--- config.mk ---
export PLATFORM = sky130hd
export DESIGN_NAME = tot_pulse_gen
export DESIGN_NICKNAME = d
export VERILOG_FILES = /design/src/rtl/tot_pulse_gen.sv
export SDC_FILE = /design/constraint.sdc
export NUM_CORES = 1
export LEC_CHECK = 0
export BUFFER_PORTS_ARGS = -buffer_cell sky130_fd_sc_hd__clkbuf_2
export CORE_MARGIN = 2
export CORE_UTILIZATION = 30
export DETAILED_ROUTE_END_ITERATION = 6
export GPL_TIMING_DRIVEN = 0
export PLACE_DENSITY = 0.46
export SLEW_MARGIN = 15
export SYNTH_ARGS = -nofsm -noshare
export SYNTH_HDL_FRONTEND = slang
export SYNTH_SLANG_ARGS = --single-unit
export TNS_END_PERCENT = 50
--- constraint.sdc ---
create_clock -name clk_i -period 2.2 [get_ports clk_i]
set_input_delay 0.33 -clock clk_i [delete_from_list [all_inputs] [get_ports clk_i]]
set_output_delay 0.33 -clock clk_i [all_outputs]
set_load 0.005 [all_outputs]
--- src/rtl/tot_pulse_gen.sv ---
// Time-over-threshold test-pulse synthesizer: emits a main pulse and optional trailing
// pulses on a two-phase (rising/falling half-cycle) comparator-style interface.
module tot_pulse_gen #(
  parameter int HOLDOFF = 20
) (
  input  logic        clk_i,
  input  logic        rst_i,
  input  logic        trig_i,
  input  logic [11:0] width_i,
  input  logic        phase_i,
  input  logic [2:0]  n_tail_i,
  input  logic [7:0]  tail_width_i,
  input  logic [7:0]  tail_gap_i,
  output logic        signal_rising_o,
  output logic        signal_falling_o,
  output logic        busy_o,
  output logic        done_o
);

  localparam int HW = $clog2(HOLDOFF);
  localparam logic [HW-1:0] HOLD_LOAD = HW'(HOLDOFF - 1);

  typedef enum logic [2:0] {S_IDLE, S_MAIN, S_GAP, S_TAIL, S_HOLD} state_t;

  state_t        state_q, state_d;
  logic [12:0]   slot_q, slot_d;
  logic [7:0]    gap_q, gap_d;
  logic [7:0]    gap_len_q, gap_len_d;
  logic [2:0]    tail_q, tail_d;
  logic [7:0]    tail_width_q, tail_width_d;
  logic [HW-1:0] hold_q, hold_d;
  logic          rise_q, rise_d;
  logic          fall_q, fall_d;
  logic          busy_q, busy_d;
  logic          done_q, done_d;
  logic [7:0]    gap_len_new;
  logic [14:0]   em;

  // One cycle of half-slot emission: returns {rising, falling, remaining_slots}.
  function automatic logic [14:0] emit(input logic [12:0] rem, input logic fall_only);
    logic        r;
    logic        f;
    logic [12:0] n;
    if (fall_only) begin
      r = 1'b0;
      f = (rem != 13'd0);
      n = (rem != 13'd0) ? rem - 13'd1 : rem;
    end else begin
      r = (rem != 13'd0);
      f = (rem > 13'd1);
      n = (rem > 13'd1) ? rem - 13'd2 : 13'd0;
    end
    return {r, f, n};
  endfunction

  assign gap_len_new = (tail_gap_i == 8'd0) ? 8'd1 : tail_gap_i;

  // The combinational block decides the state and outputs of the upcoming cycle, so
  // the registered outputs line up with the state register (first high cycle is A+1).
  always_comb begin
    state_d      = state_q;
    slot_d       = slot_q;
    gap_d        = gap_q;
    gap_len_d    = gap_len_q;
    tail_d       = tail_q;
    tail_width_d = tail_width_q;
    hold_d       = hold_q;
    rise_d       = 1'b0;
    fall_d       = 1'b0;
    done_d       = 1'b0;
    em           = '0;
    case (state_q)
      S_IDLE: begin
        if (trig_i) begin
          gap_len_d    = gap_len_new;
          tail_d       = n_tail_i;
          tail_width_d = tail_width_i;
          if (width_i != 12'd0) begin
            em                       = emit({1'b0, width_i}, phase_i);
            {rise_d, fall_d, slot_d} = em;
            state_d                  = S_MAIN;
          end else if (n_tail_i != 3'd0) begin
            gap_d   = gap_len_new - 8'd1;
            state_d = S_GAP;
          end else begin
            hold_d  = HOLD_LOAD;
            state_d = S_HOLD;
          end
        end
      end
      S_MAIN, S_TAIL: begin
        if (slot_q != 13'd0) begin
          em                       = emit(slot_q, 1'b0);
          {rise_d, fall_d, slot_d} = em;
        end else if (tail_q != 3'd0) begin
          gap_d   = gap_len_q - 8'd1;
          state_d = S_GAP;
        end else begin
          hold_d  = HOLD_LOAD;
          state_d = S_HOLD;
        end
      end
      S_GAP: begin
        if (gap_q != 8'd0) begin
          gap_d = gap_q - 8'd1;
        end else begin
          // A zero-width tail still spends one (low) cycle in TAIL.
          tail_d                   = tail_q - 3'd1;
          em                       = emit({5'd0, tail_width_q}, 1'b0);
          {rise_d, fall_d, slot_d} = em;
          state_d                  = S_TAIL;
        end
      end
      S_HOLD: begin
        if (hold_q != '0) begin
          hold_d = hold_q - HW'(1);
          done_d = (hold_q == HW'(1));
        end else begin
          state_d = S_IDLE;
        end
      end
      default: state_d = S_IDLE;
    endcase
    busy_d = (state_d != S_IDLE);
  end

  always_ff @(posedge clk_i or posedge rst_i) begin
    if (rst_i) begin
      state_q      <= S_IDLE;
      slot_q       <= '0;
      gap_q        <= '0;
      gap_len_q    <= '0;
      tail_q       <= '0;
      tail_width_q <= '0;
      hold_q       <= '0;
      rise_q       <= 1'b0;
      fall_q       <= 1'b0;
      busy_q       <= 1'b0;
      done_q       <= 1'b0;
    end else begin
      state_q      <= state_d;
      slot_q       <= slot_d;
      gap_q        <= gap_d;
      gap_len_q    <= gap_len_d;
      tail_q       <= tail_d;
      tail_width_q <= tail_width_d;
      hold_q       <= hold_d;
      rise_q       <= rise_d;
      fall_q       <= fall_d;
      busy_q       <= busy_d;
      done_q       <= done_d;
    end
  end

  assign signal_rising_o  = rise_q;
  assign signal_falling_o = fall_q;
  assign busy_o           = busy_q;
  assign done_o           = done_q;

endmodule

==> results.md, run 1 <==
- Crit Path Category: flip-flop to flip-flop
- CTS max path bufs: 2
- Initial antenna violation count: 0
- WP data required: around 2400 ps
- Commonest non-fill, non-tap cells in the layout: dfrtp_1 (47), clkbuf_2 (40), nand2_1 (38)
- Fin worst setup slack: -5.72 ps
- Post-route cell area: 4600 um2
- Final Hold Fails: 0
- Max-cap violations: 0
- Final Critical Period: around 2200 ps
- Vias in the first global route: 3304
- Synth Flop Type: dfrtp_1
- Routed length per placed instance: roughly 17 um
- Startpoint Class: flip-flop
- Nets: around 540
- Antenna diodes: 0
- Most common cell after layout, fill and taps aside: dfrtp_1
- Max-slew headroom: 0.589
- Root Driver: clkbuf_16
- Register clock-pin slew on the reported worst setup and hold paths: approximately 60 ps
- Largest net degree at the start of global routing: 28
- Gr ovfl total: 0
- Area growth, synth to finish: 25.7%
- RSZ-0062 raised after global routing: true
- Netlist Area Pre-Place: around 3700 um2
- Initial Util: 0.306
- Setup-failing EPs final: 1
- Vias: 3447
- HP Class: input port to async pin
- Detailed placer's ending HPWL: slightly above 8000 um
- Static leakage: 1.90 nW
- Count of flip-flops with a built-in enable after synthesis: 0
- Period utilisation layout: 1.00
- Vias per inst: between 5 and 6
- Failing checks: setup timing
- Hold_ws: slightly below 90 ps
- Cell Count Post-Placement: slightly above 600
- Power per cell area: ~940 nW/um2
- Synth unique cells: between 60 and 70
- Drt first pass iters: 6
- Residual DRC count: 0
- Crit-path max FO: 9
- Status: finished with violations
- # clock sinks: 52
- WL final: ~11000 um
- Iter 0 DRT Violations: between 200 and 250
- Number of synthesized register bits: 52
- VDD IR max: 0.000498 V
- Worst-Margin Slew: 611 ps
- Post-synthesis sequential area ratio: 0.355
- Gpl congestion: approximately 0.86
- Post-Syn Area per Cell: 8.59 um2
- Clk_lat worst skew: 280 ps
- Core ar.: ~12000 um2
- First-pass GRT wire length: between 15000 and 20000 um
- Mapped Nets: roughly 480
- Port bufs: 37
- R2R depth: 7
- Synth Warn #: 0
- Fin cells: 635
- DP Area: about 4000 um2
- CTS H-tree depth: 2
- Critical path data arrival time: ~2400 ps
- Die height: approximately 110 um
- Row cnt: 40
- Setup_tns: -5.72 ps
- Layout cells sized above 1: 0.291
- Setup Skew: ~3.2 ps
- Routed Antenna Nets: 0
- Async SR Flop Fraction: 1.00
- Total track usage: 0.169
- Die Area: about 13000 um2
- Num CTS Buffers: 5
- # IOs: 39
- FMAX: around 450 MHz
- Final slew viol count: 0
- Post-Syn Instances: between 400 and 500
- Endpoint class of the critical path: flip-flop
- CTS tree: done
- Die Width: approximately 110 um
- Hold_buf cts: 0
-- registers in the layout, indices dropped and copies added (netlist names) --
name / count
gap_len_q: 8
gap_q: 8
tail_q: 3
busy_o: 1
tail_width_q: 8
done_o: 1
state_q: 3
signal_rising_o: 1
slot_q: 13
signal_falling_o: 1
hold_q: 5
-- cell families after synthesis --
kind of cell             Yosys count  synth area share
flip-flops                        52             0.355
adder cells (fa/ha/maj)           14            0.0478
AND/OR/NAND/NOR                  165             0.243
multiplexers                      17            0.0509
XOR/XNOR                          18            0.0431
AO/OA/AOI/OAI                    121             0.214
buffers and inverters             39            0.0458
-- synthesized netlist by cell type (all sizes together), types with 10 or more instances --
cell type,n,area [um2]
nand2,38,143
inv,21,78.8
xor2,10,87.6
nand2b,12,75.1
a21oi,27,135
dfrtp,52,1300
nor2,33,124
nand3,12,60.1
clkbuf,12,46.3
mux2,13,146
o21ai,37,196
nor3,17,85.1
ha,14,175
-- cell type report --
class	count	area [um2]
inverter	21	81.3
timing repair buffer	60	368
clock buffer	5	125
tap	147	184
multi-input combinational	335	2420
fill	1241	7360
buffer	15	113
sequential	52	1310
-- worst max-delay path: stages, from the launching register on --
cell	delay, ps
dfrtp_2	470
or3b_2	490
a21oi_2	160
or2_4	140
ha_2	200
nand2_1	70
or3_1	310
a31o_2	250
-- layer usage --
metal | GRT usage | vias up | routed length (um)
met5 | 0 | - | 0
li1 | - | 1690 | -
met4 | 0.0407 | 0 | 106
met1 | 0.256 | 1679 | 5510
met2 | 0.250 | 68 | 4880
met3 | 0.0296 | 10 | 429
-- final timing paths --
kind,startpoint,endpoint,slack (ps)
worst max register to register,state_q[0],gap_q[6],-6
min in group clk_i,tail_width_i[0],tail_width_q[0],260
max in group asynchronous,rst_i,slot_q[1],1540
worst min register to register,tail_q[0],tail_q[0],510
worst min-delay path,rst_i,slot_q[9],90
worst max-delay path,state_q[0],gap_q[6],-6
-- through the flow --
stage                      util  total power [mW]  setup WS [ps]
final                     0.385              4.34          -5.72
after global routing      0.385              4.68          -92.0
after CTS                 0.365              4.14          -28.9
after detailed placement  0.339              3.22           -491
after global placement    0.337              3.20           -500
after floorplan               -              2.74          -3.34
-- power breakdown --
part	internal, mW	switching, mW	leakage (nW)	total (mW)
logic	0.936	0.919	1.22	1.86
clock network	0.403	0.322	0.0616	0.725
registers	1.34	0.415	0.617	1.76
-- timing repair --
action                                  in CTS  in global routing
pin swaps                                    5                 10
endpoints found under the setup margin      48                 38
gates resized for setup                     40                 32
gates cloned                                 0                  1
buffers inserted                             4                 17
Note: power is estimated with default switching activity, not from simulation.
==> run 2, diff against run 1 <==
--- a/config.mk
+++ b/config.mk
@@ -11,6 +11,7 @@
 export DETAILED_ROUTE_END_ITERATION = 6
 export GPL_TIMING_DRIVEN = 0
 export PLACE_DENSITY = 0.46
+export SKIP_CTS_REPAIR_TIMING = 1
 export SLEW_MARGIN = 15
 export SYNTH_ARGS = -nofsm -noshare
 export SYNTH_HDL_FRONTEND = slang
==> results.md, run 2 (same netlist as run 1, synthesis figures left out) <==
- Final Hold Fails: 0
- Period utilisation layout: 0.988
- Routed length per placed instance: around 17 um
- Num CTS Buffers: 5
- VDD IR max: 0.000489 V
- CTS H-tree depth: 2
- Core ar.: between 10000 and 15000 um2
- Setup Skew: roughly 3.7 ps
- Routed Antenna Nets: 0
- Die height: around 110 um
- Detailed placer's ending HPWL: between 8000 and 9000 um
- Post-Route Utilization: 0.389
- # IOs: 39
- Initial Util: 0.306
- Setup_tns: 0 ps
- CTS max path bufs: 2
- CTS tree: done
- Largest register by flop count: slot_q
- Status: completed
- Pwr Total: approximately 4.4 mW
- RSZ-0062 raised after global routing: true
- DP Area: between 4000 and 5000 um2
- Die Area: roughly 13000 um2
- Startpoint Class: input port
- WP data required: ~2400 ps
- Static leakage: between 1.5 and 2 nW
- Power per cell area: 939 nW/um2
- Area growth, synth to finish: 27.1%
- Drt first pass iters: 4
- Row cnt: 40
- Worst-Margin Slew: 586 ps
- Number of flip-flops under the largest register name: 13
- Root Driver: clkbuf_16
- WL final: between 10000 and 15000 um
- Fill cells: 1231
- Final Critical Period: around 2200 ps
- Gr ovfl total: 0
- Nets: between 500 and 600
- Max-cap violations: 0
- Crit-path max FO: 6
- Residual DRC count: 0
- Gpl congestion: 0.864
- Most common cell after layout, fill and taps aside: dfrtp_1
- Vias: 3471
- Register clock-pin slew on the reported worst setup and hold paths: around 70 ps
- Endpoint class of the critical path: flip-flop
- Post-route cell area: between 4000 and 5000 um2
- Setup-failing EPs final: 0
- Total track usage: 0.166
- # clock sinks: 52
- Final slew viol count: 0
- Initial antenna violation count: 0
- Antenna diodes: 0
- Largest net degree at the start of global routing: 28
- Port bufs: 37
- FMAX: roughly 460 MHz
- Commonest non-fill, non-tap cells in the layout: dfrtp_1 (49), clkbuf_2 (40), nand2_1 (38)
- Crit Path Category: input port to flip-flop
- First-pass GRT wire length: about 17000 um
- Max-slew headroom: 0.609
- HP Class: input port to async pin
- Iter 0 DRT Violations: 164
- Vias in the first global route: roughly 3.2k
- Critical path data arrival time: between 2000 and 2500 ps
- Clk_lat worst skew: 290 ps
- Vias per inst: roughly 5.4
- Layout cells sized above 1: 0.303
- Die Width: 114 um
==> run 2: final cells by class <==
cell class	count	area, um2	area share
timing repair buffer	66	417	0.0896
tap	147	184	0.0395
inverter	21	81.3	0.0175
sequential	52	1310	0.281
buffer	16	115	0.0247
clock buffer	5	125	0.0269
multi-input combinational	335	2420	0.521
==> run 2: power by group <==
group	switching (mW)	internal [mW]	leakage, nW	total (mW)
combinational	0.929	0.963	1.26	1.89
clock	0.323	0.403	0.0616	0.726
sequential	0.413	1.34	0.619	1.75
total	1.67	2.70	1.94	4.37
==> run 2: metal layers <==
metal | global-route usage | routed length [um] | vias to the layer above
li1 | - | - | 1702
met1 | 0.252 | 5540 | 1694
met2 | 0.243 | 4960 | 65
met3 | 0.0281 | 425 | 10
met4 | 0.0398 | 93 | 0
met5 | 0 | 0 | -
==> run 2: worst paths after layout <==
path	start	to	slack, ps	cells past startpoint
worst max-delay path	width_i[10]	gap_q[7]	30	8
worst min-delay path	rst_i	slot_q[9]	80	2
worst max register to register	slot_q[8]	busy_o	50	6
worst min register to register	tail_q[0]	tail_q[0]	510	2
max in group asynchronous	rst_i	slot_q[1]	1540	3
min in group clk_i	tail_width_i[0]	tail_width_q[0]	260	3
==> run 2: critical path, cell delays in order <==
cell	delay [ps]
buf_2	150
or4_4	510
nor4b_4	430
nand3_1	150
a211o_4	400
buf_6	130
nor2b_2	140
a31oi_1	130
==> run 2: through the flow <==
stage	setup slack, ps	hold slack (ps)	std cells
after floorplan	-3.34	447	426
after global placement	-500	490	610
after detailed placement	-491	424	611
after CTS	-500	118	616
after global routing	-55.0	154	642
final	27.1	84.6	642
==> run 3, diff against run 2 <==
--- a/config.mk
+++ b/config.mk
@@ -7,10 +7,10 @@
 export LEC_CHECK = 0
 export BUFFER_PORTS_ARGS = -buffer_cell sky130_fd_sc_hd__clkbuf_2
 export CORE_MARGIN = 2
-export CORE_UTILIZATION = 30
+export CORE_UTILIZATION = 54
 export DETAILED_ROUTE_END_ITERATION = 6
 export GPL_TIMING_DRIVEN = 0
-export PLACE_DENSITY = 0.46
+export PLACE_DENSITY = 0.75
 export SKIP_CTS_REPAIR_TIMING = 1
 export SLEW_MARGIN = 15
 export SYNTH_ARGS = -nofsm -noshare
==> results.md, run 3 (same netlist as run 1, synthesis figures left out) <==
- Fin cells: 568
- Residual DRC count: 0
- Period utilisation layout: 1.01
- Reg power frac: 0.403
- Clock power frac: 0.160
- Crit path from: state_q[0]
- Crit-path max FO: 6
- Vias in the first global route: 3294
- Max-slew headroom: 0.622
- Gpl congestion: 0.922
- CTS tree: done
- Hold_ws: about 220 ps
- Static leakage: around 1.9 nW
- Nets: between 500 and 600
- # IOs: 39
- Most common cell after layout, fill and taps aside: dfrtp_1
- Slowest stage delay, CP: 460 ps
- Row cnt: 30
- Worst min-delay path startpoint: tail_width_i[1]
- Failing checks: setup timing
- # clock sinks: 52
- Status: finished with violations
- Die Width: around 86 um
- Drt first pass iters: 5
- Initial Util: 0.548
- Iter 0 DRT Violations: about 350
- Power per cell area: approximately 950 nW/um2
- CTS H-tree depth: 2
- Core ar.: around 6700 um2
- Total track usage: 0.261
- Port bufs: 37
- WL final: about 10000 um
- Register clock-pin slew on the reported worst setup and hold paths: approximately 100 ps
- Number of flip-flops under the largest register name: 13
- Final Hold Fails: 0
- Endpoint class of the critical path: flip-flop
- Initial antenna violation count: 0
- Largest register by flop count: slot_q
- Setup Skew: approximately 8 ps
- Sw frac: 0.394
- Die height: between 80 and 90 um
- Cell Count Post-Placement: approximately 540
- First-pass GRT wire length: about 15000 um
- Layout cells sized above 1: 0.287
- Vias: between 3k and 4k
- Final slew viol count: 0
- Fin worst setup slack: -27.3 ps
- HP Class: input port to flip-flop
- RSZ-0062 raised after global routing: true
- Largest net degree at the start of global routing: 37
- Crit Path Category: flip-flop to flip-flop
- Cells along the critical path: clkbuf_2 > nand2b_4 > o21ai_0 > a221oi_4 > nand3_1 > or3_1 > a31o_2
- Die Area: between 7000 and 8000 um2
- Detailed placer's ending HPWL: ~7000 um
- P_sw: around 1.7 mW
- Multi-input logic area: 2450 um2
- Area growth, synth to finish: 23.2%
- FMAX: 449 MHz
- Startpoint Class: flip-flop
- Clk_lat worst skew: 310 ps
- Vias per inst: about 6.4
- VDD IR max: ~0.00056 V
- Final Critical Period: between 2000 and 2500 ps
- Storage cell area: 1310 um2
- Commonest non-fill, non-tap cells in the layout: dfrtp_1 (49), clkbuf_2 (44), nand2_1 (38)
- Routed Antenna Nets: 0
- Pwr Total: around 4.3 mW
- Antenna diodes: 0
- DP Area: slightly below 4000 um2
- Post-route cell area: roughly 4500 um2
- Gr ovfl total: 0
- CTS max path bufs: 2
- Root Driver: clkbuf_8
- WP data required: 2410 ps
- RR Startpoint: state_q[0]
- WP buf/inv: 1
- Combinational Power Share: 0.437
- Worst-Margin Slew: 567 ps
- Routed length per placed instance: 18.0 um
- Fill cells: around 530
- Critical path data arrival time: 2440 ps
- Max-cap violations: 0
- Int Power: approximately 2.6 mW
- CP max stage cell: dfrtp_2
- Delay-heaviest family, CP: compound AO/OA/AOI/OAI gates
- Setup-failing EPs final: 2
- Num CTS Buffers: 5
-- run 3: cell count changes in the layout (fill, tap and decap cells not counted), sizes merged --
cell | before | now
clkbuf | 47 | 51
dlygate4sd3 | 0 | 1
buf | 40 | 25
clkinv | 0 | 1
bufinv | 0 | 1
inv | 21 | 22
-- run 3: path summary, 6_finish.rpt --
| kind | cells after the start | to | slack, ps |
|---|---|---|---|
| min in group asynchronous | 3 | done_o | 530 |
| max reg2reg | 7 | gap_q[6] | -30 |
| max in group asynchronous | 4 | slot_q[1] | 1140 |
| min | 3 | tail_width_q[1] | 220 |
| max | 7 | gap_q[6] | -30 |
| min reg2reg | 1 | gap_len_q[1] | 520 |
-- run 3: layout make-up --
class,instances,share of cell area
multi-input combinational,335,0.544
clock inverter,3,0.0103
clock buffer,5,0.0153
sequential,52,0.289
tap,80,0.0222
inverter,21,0.0180
timing repair buffer,56,0.0755
buffer,16,0.0255
-- run 3: routing by layer --
metal  share of wire  track usage
met1            0.44        0.364
met2            0.47        0.415
met3           0.065       0.0390
met4           0.031       0.0909
met5               0            0
-- run 3: power groups by stage --
stage / clock, mW / combinational, mW / sequential (mW)
2_1_floorplan: 0 / 1.17 / 1.57
3_3_place_gp: 0 / 1.44 / 1.65
3_5_place_dp: 0 / 1.50 / 1.66
4_1_cts: 0.708 / 1.51 / 1.64
5_1_grt: 0.743 / 2.06 / 1.78
6_report: 0.691 / 1.88 / 1.74
-- run 3: tightest hold or removal path: cells and delay by family --
kind / cells / cell delay (ps)
AOI/OAI and AO/OA: 1 / 60
buffers and inverters: 1 / 70
and+or+nand+nor: 1 / 30
-- run 3: per-stage QoR --
step	setup TNS (ps)	util	worst slack, ps
global route	-632	0.675	-113
floorplan	-3.34	-	-3.34
finish	-35.4	0.675	-27.3
CTS	-11120	0.611	-415
global placement	-14060	0.591	-394
detailed placement	-10340	0.594	-384
